$ cat config.mk
export PLATFORM = sky130hd
export DESIGN_NAME = hazard_stall_controller
export DESIGN_NICKNAME = d
export VERILOG_FILES = /design/src/rtl/hazard_stall_controller.sv
export SDC_FILE = /design/constraint.sdc
export NUM_CORES = 1
export LEC_CHECK = 0
export ABC_CLOCK_PERIOD_IN_PS = 2150
export CAP_MARGIN = 20
export CORE_AREA = 3 3 53 55
export CTS_BUF_LIST = sky130_fd_sc_hd__clkbuf_2 sky130_fd_sc_hd__clkbuf_4 sky130_fd_sc_hd__clkbuf_8
export DETAILED_ROUTE_END_ITERATION = 8
export DIE_AREA = 0 0 56 58
export GPL_ROUTABILITY_DRIVEN = 0
export GPL_TIMING_DRIVEN = 0
export PLACE_DENSITY = 0.74
export SYNTH_ARGS = -nofsm -noshare
export SYNTH_HDL_FRONTEND = slang
export SYNTH_SLANG_ARGS = --single-unit
export TNS_END_PERCENT = 20
$ cat constraint.sdc
create_clock -name Clk -period 2.15 [get_ports Clk]
set_clock_uncertainty 0.05 [all_clocks]
set_input_delay 0.43 -clock Clk [delete_from_list [all_inputs] [get_ports Clk]]
set_output_delay 0.43 -clock Clk [all_outputs]
set_load 0.05 [all_outputs]
$ cat src/rtl/hazard_stall_controller.sv
// Load-use and MULT/DIV (HI/LO) hazard stall controller for the ID stage.
// Optional macro STALL_STATS_EN enables the saturating STALL_COUNT statistic.
module hazard_stall_controller #(
    parameter int MULT_CYCLES = 4,
    parameter int DIV_CYCLES  = 16,
    parameter int CNT_W       = 5
) (
    input  logic        Clk,
    input  logic        Reset,
    input  logic [4:0]  ID_RS,
    input  logic [4:0]  ID_RT,
    input  logic        ID_USES_RS,
    input  logic        ID_USES_RT,
    input  logic        ID_MD_START,
    input  logic        ID_MD_IS_DIV,
    input  logic        ID_USES_HILO,
    input  logic        EX_LOAD_INSTR,
    input  logic        EX_RF_ENABLE,
    input  logic [4:0]  EX_REGEX,
    output logic        PC_LE,
    output logic        IF_ID_LE,
    output logic        ID_EX_NOP,
    output logic        MD_BUSY,
    output logic        MD_DONE,
    output logic [1:0]  STATE,
    output logic [15:0] STALL_COUNT
);

    typedef enum logic [1:0] {
        RUN      = 2'd0,
        LU_STALL = 2'd1,
        MD_WAIT  = 2'd2
    } state_t;

    localparam logic [CNT_W-1:0] MULT_LOAD = CNT_W'(MULT_CYCLES - 1);
    localparam logic [CNT_W-1:0] DIV_LOAD  = CNT_W'(DIV_CYCLES - 1);

    state_t           state_q, state_d;
    logic [CNT_W-1:0] cnt_q, cnt_d;
    logic             busy_q, busy_d;
    logic             md_done;
    logic             lu_hazard, md_hazard, stall;

    always_comb begin
        lu_hazard = EX_LOAD_INSTR & EX_RF_ENABLE & (EX_REGEX != 5'd0) &
                    ((ID_USES_RS & (ID_RS == EX_REGEX)) |
                     (ID_USES_RT & (ID_RT == EX_REGEX)));
        md_hazard = busy_q & (ID_USES_HILO | ID_MD_START);
        stall     = lu_hazard | md_hazard;
    end

    always_comb begin
        state_d = state_q;
        cnt_d   = cnt_q;
        busy_d  = busy_q;
        md_done = 1'b0;
        case (state_q)
            RUN: begin
                if (lu_hazard) begin
                    state_d = LU_STALL;
                end else if (ID_MD_START) begin
                    state_d = MD_WAIT;
                    busy_d  = 1'b1;
                    cnt_d   = ID_MD_IS_DIV ? DIV_LOAD : MULT_LOAD;
                end
            end
            LU_STALL: begin
                // The bubble now sits in EX, so a held MULT/DIV may start here.
                state_d = RUN;
                if (ID_MD_START && !lu_hazard) begin
                    state_d = MD_WAIT;
                    busy_d  = 1'b1;
                    cnt_d   = ID_MD_IS_DIV ? DIV_LOAD : MULT_LOAD;
                end
            end
            MD_WAIT: begin
                if (cnt_q == '0) begin
                    md_done = 1'b1;
                    busy_d  = 1'b0;
                    state_d = RUN;
                end else begin
                    cnt_d = cnt_q - CNT_W'(1);
                end
            end
            default: begin
                state_d = RUN;
                busy_d  = 1'b0;
                cnt_d   = '0;
            end
        endcase
    end

    always_ff @(posedge Clk) begin
        if (Reset) begin
            state_q <= RUN;
            cnt_q   <= '0;
            busy_q  <= 1'b0;
        end else begin
            state_q <= state_d;
            cnt_q   <= cnt_d;
            busy_q  <= busy_d;
        end
    end

    // Reset forces a bubble and freezes fetch, and aborts any pending MD_DONE.
    assign PC_LE     = ~Reset & ~stall;
    assign IF_ID_LE  = ~Reset & ~stall;
    assign ID_EX_NOP = Reset | stall;
    assign MD_BUSY   = busy_q;
    assign MD_DONE   = md_done & ~Reset;
    assign STATE     = state_q;

`ifdef STALL_STATS_EN
    logic [15:0] stall_cnt_q, stall_cnt_d;

    always_comb begin
        stall_cnt_d = stall_cnt_q;
        if (stall && (stall_cnt_q != 16'hFFFF)) begin
            stall_cnt_d = stall_cnt_q + 16'd1;
        end
    end

    always_ff @(posedge Clk) begin
        if (Reset) begin
            stall_cnt_q <= 16'h0000;
        end else begin
            stall_cnt_q <= stall_cnt_d;
        end
    end

    assign STALL_COUNT = stall_cnt_q;
`else
    assign STALL_COUNT = 16'h0000;
`endif

endmodule

==> results of run 1 <==
## state kept, by name, summed over array words and instances, names as in the netlist
register,cells
MD_BUSY,1
STATE,2
cnt_q,5
## power by group through the flow
stage	combinational, mW	clock, mW	sequential [mW]
final	0.421	0.118	0.191
after global routing	0.451	0.131	0.194
after CTS	0.402	0.123	0.190
after detailed placement	0.373	0	0.191
after global placement	0.367	0	0.189
after floorplan	0.257	0	0.204
## cells by family (layout without fill, tap and decap cells)
| family | count (synthesis) | in the layout |
|---|---|---|
| xor+xnor | 11 | 11 |
| fa+ha+maj | 1 | 1 |
| buf+inv | 22 | 64 |
| simple gates | 34 | 34 |
| compound gates | 21 | 21 |
| mux | 1 | 1 |
| other cells | 1 | 16 |
| flops | 8 | 8 |
## stage by stage
| step | cells | instance area [µm²] | hold slack (ns) | setup TNS, ns |
|---|---|---|---|---|
| global route | 186 | 1393 | 0.4748 | -0.7609 |
| detailed placement | 173 | 1224 | 0.4360 | -5.717 |
| floorplan | 114 | 895.9 | 0.4620 | -0.4470 |
| CTS | 186 | 1335 | 0.4434 | -0.7803 |
| finish | 186 | 1393 | 0.4406 | -0.4025 |
| global placement | 173 | 1224 | 0.4288 | -5.463 |
## cell type report
cell class | instances | area [µm²] | share of cell area, %
inverter | 3 | 11.26 | 0.8086
tap | 30 | 37.54 | 2.695
sequential | 8 | 162.7 | 11.68
clock buffer | 3 | 22.52 | 1.617
multi-input combinational | 84 | 665.6 | 47.80
timing repair buffer | 39 | 350.3 | 25.16
buffer | 19 | 142.6 | 10.24
## final timing paths
check	start	to	slack, ns	depth (start not counted)
worst max-delay path	EX_REGEX[3]	PC_LE	-0.17	8
worst min-delay path	MD_BUSY	MD_BUSY	0.44	2
worst max register to register	cnt_q[0]	cnt_q[1]	0.11	7
worst min register to register	MD_BUSY	MD_BUSY	0.44	2
## synth_stat cells
master	n	area share (%)
conb_1	1	0.46
or4b_2	1	1.2
nor4_2	1	1.6
or3b_2	1	1.1
o21ba_2	1	1.2
a31oi_1	1	0.78
or2_4	1	1.1
and2_1	1	0.78
nor4_1	2	1.6
o211ai_2	1	1.6
and2_0	1	0.78
nor2b_1	2	1.6
nand3_1	2	1.2
o21a_1	1	0.93
nor3_1	3	1.9
a211oi_1	2	1.9
a32oi_1	1	1.1
xor2_1	8	8.7
o21ai_0	3	1.9
or4b_1	1	1.2
a221oi_2	1	1.9
or2_1	1	0.78
inv_1	3	1.4
mux2i_1	1	1.2
clkbuf_1	2	0.93
and3_1	2	1.6
nand2b_1	2	1.6
a21oi_1	2	1.2
or3b_4	1	1.4
a211o_1	1	1.1
o31ai_1	2	1.9
o311ai_0	2	2.2
buf_4	17	16
or4_1	1	0.93
o21ai_2	1	1.1
dfxtp_1	8	20
a32o_1	2	2.5
nor3b_1	1	0.93
ha_1	1	1.6
xnor2_1	3	3.3
nor2_1	10	4.7
## routing by layer
layer / GRT usage, % / share of wire, % / routed length [µm] / up-vias
li1: - / - / - / 438
met1: 13.30 / 38 / 854 / 389
met2: 27.88 / 53 / 1174 / 42
met3: 4.454 / 8.5 / 189 / 2
met4: 4.068 / 0.45 / 10 / 0
met5: 0 / 0 / 0 / -
## tightest hold or removal path, stage by stage, from the launching register on
cell	delay, ns
dfxtp_1	0.32
nand3_1	0.06
o31ai_1	0.06
## timing repair
item | in CTS | in global routing
endpoints found under the setup margin | 4 | 11
buffers inserted | 10 | 3
pin swaps | 18 | 6
resized for setup | 89 | 14
==> run metrics, run 1 <==
WL per Instance=approximately 12 µm; worst setup margin=-0.1692 ns; hold buffers post-CTS=0; post-synthesis adder-cell area fraction=1.550%; Yosys Warn Count=0; Post-Synthesis Cells=99; Distinct cells, synth=between 40 and 50; failing checks=setup timing; Max H-tree Level=1; Die Wd=between 50 and 60 µm; Slew @ Worst Pin=0.5340 ns; RSZ-0062 raised after global routing=yes; Iter 0 DRT Violations=10; relative max-transition margin=between 60 and 70%; MaxCap Viol Count=0; initial antenna violation count=0; Core Util, Final=57.25%; CTS tree=done; synthesized area=807.0 µm²; number of antenna diodes=0; # nets final=183; mux share of post-synthesis cell area=under 10%; slowest stage cell, crit path=nor4_4; Comb power frac=around 58%; Sequential Power Share=approximately a quarter; clk_lat worst skew=roughly 0.25 ns; Synth Area per Inst=a little over 8 µm²; Pint=~0.42 mW; pwr dens=524.6 nW/µm²; DRT Pass-1 Iters=4; crit path DAT=between 1.5 and 2 ns; Die Ht=58 µm; switching share of total power=a little over two fifths; crit path kind=input pin to output pin; global route overflow=0; Design Power=around 0.73 mW; clock share of power=16.2%; max-slew violations=0; crit path time final=roughly 2.3 ns; share of cells above drive strength 1=between 40% and 50%; # setup viols final=4; largest net degree at the start of global routing=11; Bufs and invs on worst path=3; DRT antenna net count=0; Max Buffers Root-to-Sink=2; Via Count=871; die area=3248 µm²; vias in the first global route=between 800 and 900; Seq/Total Area, Yosys=about 20%; DP Wirelength=around 1.6 mm; Root Driver=clkbuf_4; P_sw=0.3146 mW; total CTS buffers=3; starting density of the core=between 30% and 40%; Synth Area in Compound Gates=a little over a fifth; first-pass GRT wire length=approximately 3.5 mm; DRC=0; Placement Setup Slack=-1.356 ns; area grow syn2layout=72.56%; simple-gate share of the synthesized area=between 20% and 30%; synthesized flop and latch total=8; max incr delay on CP=around 0.29 ns; largest family of logic cells by synthesized area=simple AND/OR/NAND/NOR gates; Total Wirelength=2.229 mm; CP most frequent cell=buf_8; total track usage=13.86%; clock sinks=8; CP endpoint kind=output pin; CP max FO=4; most common cell after layout, fill and taps aside=buf_4; Max Clk Rate=~430 MHz; xor and xnor area share after synthesis=11.94%; Reg clk slew, reported paths=around 0.050 ns; I/O pin count=47; VDD IR max=~0.00026 V; Fin. Hold Viols=0; status=complete, but fails checks; startpoint type of the worst setup path=input pin; most frequent cells in the layout=buf_4 (28), conb_1 (16), nor2_1 (10), clkdlybuf4s50_1 (9), xor2_1 (7); final worst path period share=107.9%; site row count=18; CP cell instances=buf_12 -> xor2_4 -> nor4_4 -> a32oi_2 -> or2_4 -> and3_4 -> buf_8 -> buf_8; WP data required=between 1.5 and 2 ns; Worst path top cell family by delay=simple AND/OR/NAND/NOR gates; worst min path class=register to register; filler instances=237; port bufs=29; total core area=about 2400 µm²; leakage power=around 0.64 nW; routed vias/inst=between 4 and 5
(Power assumes the default switching activity.)
==> inputs of run 2 (changes only) <==
==> config.mk (replaced) <==
export PLATFORM = sky130hd
export DESIGN_NAME = hazard_stall_controller
export DESIGN_NICKNAME = d
export VERILOG_FILES = /design/src/rtl/hazard_stall_controller.sv
export SDC_FILE = /design/constraint.sdc
export NUM_CORES = 1
export LEC_CHECK = 0
export ABC_CLOCK_PERIOD_IN_PS = 2180
export CORE_AREA = 3 3 50 52
export CTS_BUF_LIST = sky130_fd_sc_hd__clkbuf_2 sky130_fd_sc_hd__clkbuf_4 sky130_fd_sc_hd__clkbuf_8
export DETAILED_ROUTE_END_ITERATION = 8
export DIE_AREA = 0 0 53 55
export GPL_ROUTABILITY_DRIVEN = 0
export GPL_TIMING_DRIVEN = 0
export PLACE_DENSITY = 0.79
export SYNTH_ARGS = -nofsm -noshare
export SYNTH_HDL_FRONTEND = slang
export SYNTH_SLANG_ARGS = --single-unit
export TNS_END_PERCENT = 20
==> constraint.sdc (replaced) <==
create_clock -name Clk -period 2.18 [get_ports Clk]
set_clock_uncertainty 0.05 [all_clocks]
set_input_delay 0.436 -clock Clk [delete_from_list [all_inputs] [get_ports Clk]]
set_output_delay 0.436 -clock Clk [all_outputs]
set_load 0.05 [all_outputs]
==> run 2 against run 1 <==
Compared with the run above:
- the run still ends with setup timing left
- die area down 10%
- clock power about the same
- sequential power about the same
- worst setup slack better by 0.0071 ns
- total power shrank 3.9%
- cell count shrank 1.6%
- global-route usage increased by 4.9 points
- worst hold slack gained 0.0054 ns
- sequential share of layout area is 0.35 points higher
- register-to-register slack gained 0.15 ns
- combinational power down 5.9%
- core utilization is 5.7 points higher
- largest cell class unchanged
==> run metrics, run 2 (synthesis gave the netlist of run 1 again) <==
Worst path top cell family by delay=simple AND/OR/NAND/NOR gates; clock share of power=16.9% (+0.7 points); Root Driver=clkbuf_4; crit path kind=input pin to output pin; total core area=2148 µm² (-12%); WP data required=1.69 ns (+0.02 ns); area grow syn2layout=67.60%; die area=2915 µm² (-10%); Placement Setup Slack=-1.353 ns (+0.002690 ns); hold_ws=0.4460 ns (+0.005358 ns); Reg clk slew, reported paths=0.05 ns (about the same); CTS tree=done; Sequential Power Share=26.7% (+0.5 points); Bufs and invs on worst path=3 (unchanged); Max Clk Rate=roughly 430 MHz; Largest register FFs=5 (unchanged); Total Wirelength=2.334 mm (+4.7%); Comb power frac=56.3% (-1.4 points); share of cells above drive strength 1=41.29% (-2.9 points); leakage power=0.6073 nW (-4.6%); Slew @ Worst Pin=0.5180 ns (-0.01602 ns); Fin. Hold Viols=0 (unchanged); Max H-tree Level=1 (unchanged); RSZ-0062 raised after global routing=yes; DRC=0 (unchanged); max incr delay on CP=0.29 ns (about the same); most common cell after layout, fill and taps aside=buf_4; worst min path class=register to register; Iter 0 DRT Violations=15 (+5); Via Count=892 (+2.4%); worst setup margin=-0.1621 ns (+0.007092 ns); largest net degree at the start of global routing=11 (unchanged); global route overflow=0 (unchanged); Biggest register=cnt_q; VDD IR max=0.0002759 V (+4.2%); starting density of the core=37.57% (+4.4 points); failing checks=setup timing; I/O pin count=47 (unchanged); # nets final=182 (-0.55%); crit path time final=between 2 and 2.5 ns; MaxCap Viol Count=0 (unchanged); switching share of total power=43.05% (about the same); Die Ht=55 µm (-5.2%); DRT Pass-1 Iters=4 (unchanged); CP cell instances=buf_6 -> xor2_2 -> nor4_2 -> a32oi_2 -> or2_4 -> and3_4 -> buf_8 -> buf_8; initial antenna violation count=0 (unchanged); most frequent cells in the layout=buf_4 (22), conb_1 (16), nor2_1 (10), clkdlybuf4s50_1 (10), buf_6 (10); pwr dens=519.3 nW/µm² (-1.0%); CP max FO=3 (-1); max-slew violations=0 (unchanged); first-pass GRT wire length=3.926 mm (+13%); P_sw=0.3024 mW (-3.9%); DP Wirelength=1.729 mm (+5.6%); CP endpoint kind=output pin; startpoint type of the worst setup path=input pin; final worst path period share=107.4%; Design Power=0.7023 mW (-3.9%); vias in the first global route=867 (+7.6%); crit path DAT=1.86 ns (+0.02 ns); clk_lat worst skew=0.26 ns (about the same); total CTS buffers=3 (unchanged); routed vias/inst=4.874 (+4.1%); slowest stage cell, crit path=nor4_2; Pint=0.4000 mW (-3.9%); DRT antenna net count=0 (unchanged); # setup viols final=4 (unchanged); clock sinks=8 (unchanged); CP most frequent cell=buf_8; total track usage=18.73% (+4.9 points); Die Wd=53 µm (-5.4%); relative max-transition margin=65.36% (+1.4 points); site row count=17 (-1); status=complete, but fails checks; filler instances=178 (-25%); Max Buffers Root-to-Sink=2 (unchanged); port bufs=29 (unchanged); WL per Instance=12.75 µm (+6.4%); number of antenna diodes=0 (unchanged)
==> run 2: cell count changes in the layout (fill, tap and decap cells not counted), sizes merged <==
cell / change
clkdlybuf4s15: +2
clkdlybuf4s50: +1
buf: -3
dlymetal6s2s: -1
==> run 2: worst min-delay path, stage by stage (launching register included) <==
cell and delay (ns):
dfxtp_1 0.32, nand3_1 0.07, o31ai_1 0.06
==> run 2: path summary, 6_finish.rpt <==
| check | from | endpoint | slack, ns | cells after the start |
|---|---|---|---|---|
| setup reg to reg | cnt_q[1] | cnt_q[3] | 0.26 | 8 |
| hold reg to reg | MD_BUSY | MD_BUSY | 0.45 | 2 |
| hold / removal | MD_BUSY | MD_BUSY | 0.45 | 2 |
| setup / recovery | ID_RS[2] | PC_LE | -0.16 | 8 |
==> run 2: cell type report <==
cell class / instances / area, µm² / area share (%)
timing repair buffer: 38 / 354.1 / 26.18
multi-input combinational: 84 / 624.3 / 46.16
clock buffer: 3 / 22.52 / 1.665
tap: 28 / 35.03 / 2.590
buffer: 19 / 142.6 / 10.55
inverter: 3 / 11.26 / 0.8326
sequential: 8 / 162.7 / 12.03
==> run 2: per-stage QoR <==
stage	TNS, ns	cell area (µm²)	instances	util, %
floorplan	-0.3870	895.9	114	-
detailed placement	-5.711	1221	171	56.84
finish	-0.3500	1353	183	62.96
global placement	-5.167	1221	171	56.84
global route	-0.7204	1353	183	62.96
CTS	-0.3077	1334	183	62.09
==> run 2: power groups by stage <==
| stage | Clock (mW) | Combinational [mW] | Sequential [mW] |
|---|---|---|---|
| 2_1_floorplan | 0 | 0.254 | 0.201 |
| 3_3_place_gp | 0 | 0.361 | 0.187 |
| 3_5_place_dp | 0 | 0.368 | 0.189 |
| 4_1_cts | 0.119 | 0.389 | 0.187 |
| 5_1_grt | 0.126 | 0.426 | 0.192 |
| 6_report | 0.119 | 0.396 | 0.188 |
==> run 2: per-layer routing <==
layer	vias to the layer above	wire length, µm	GRT usage [%]
li1	437	-	-
met1	393	820	18.33
met2	55	1218	36.36
met3	7	243	5.094
met4	0	52	8.936
met5	-	0	0
==> run 2: what timing repair did <==
item	CTS	global route
cloned	0	0
endpoints found under the hold margin	0	0
endpoints found under the setup margin	4	10
setup buffers	9	0
hold buffers	0	0
resized for setup	87	5
pin swaps	16	3
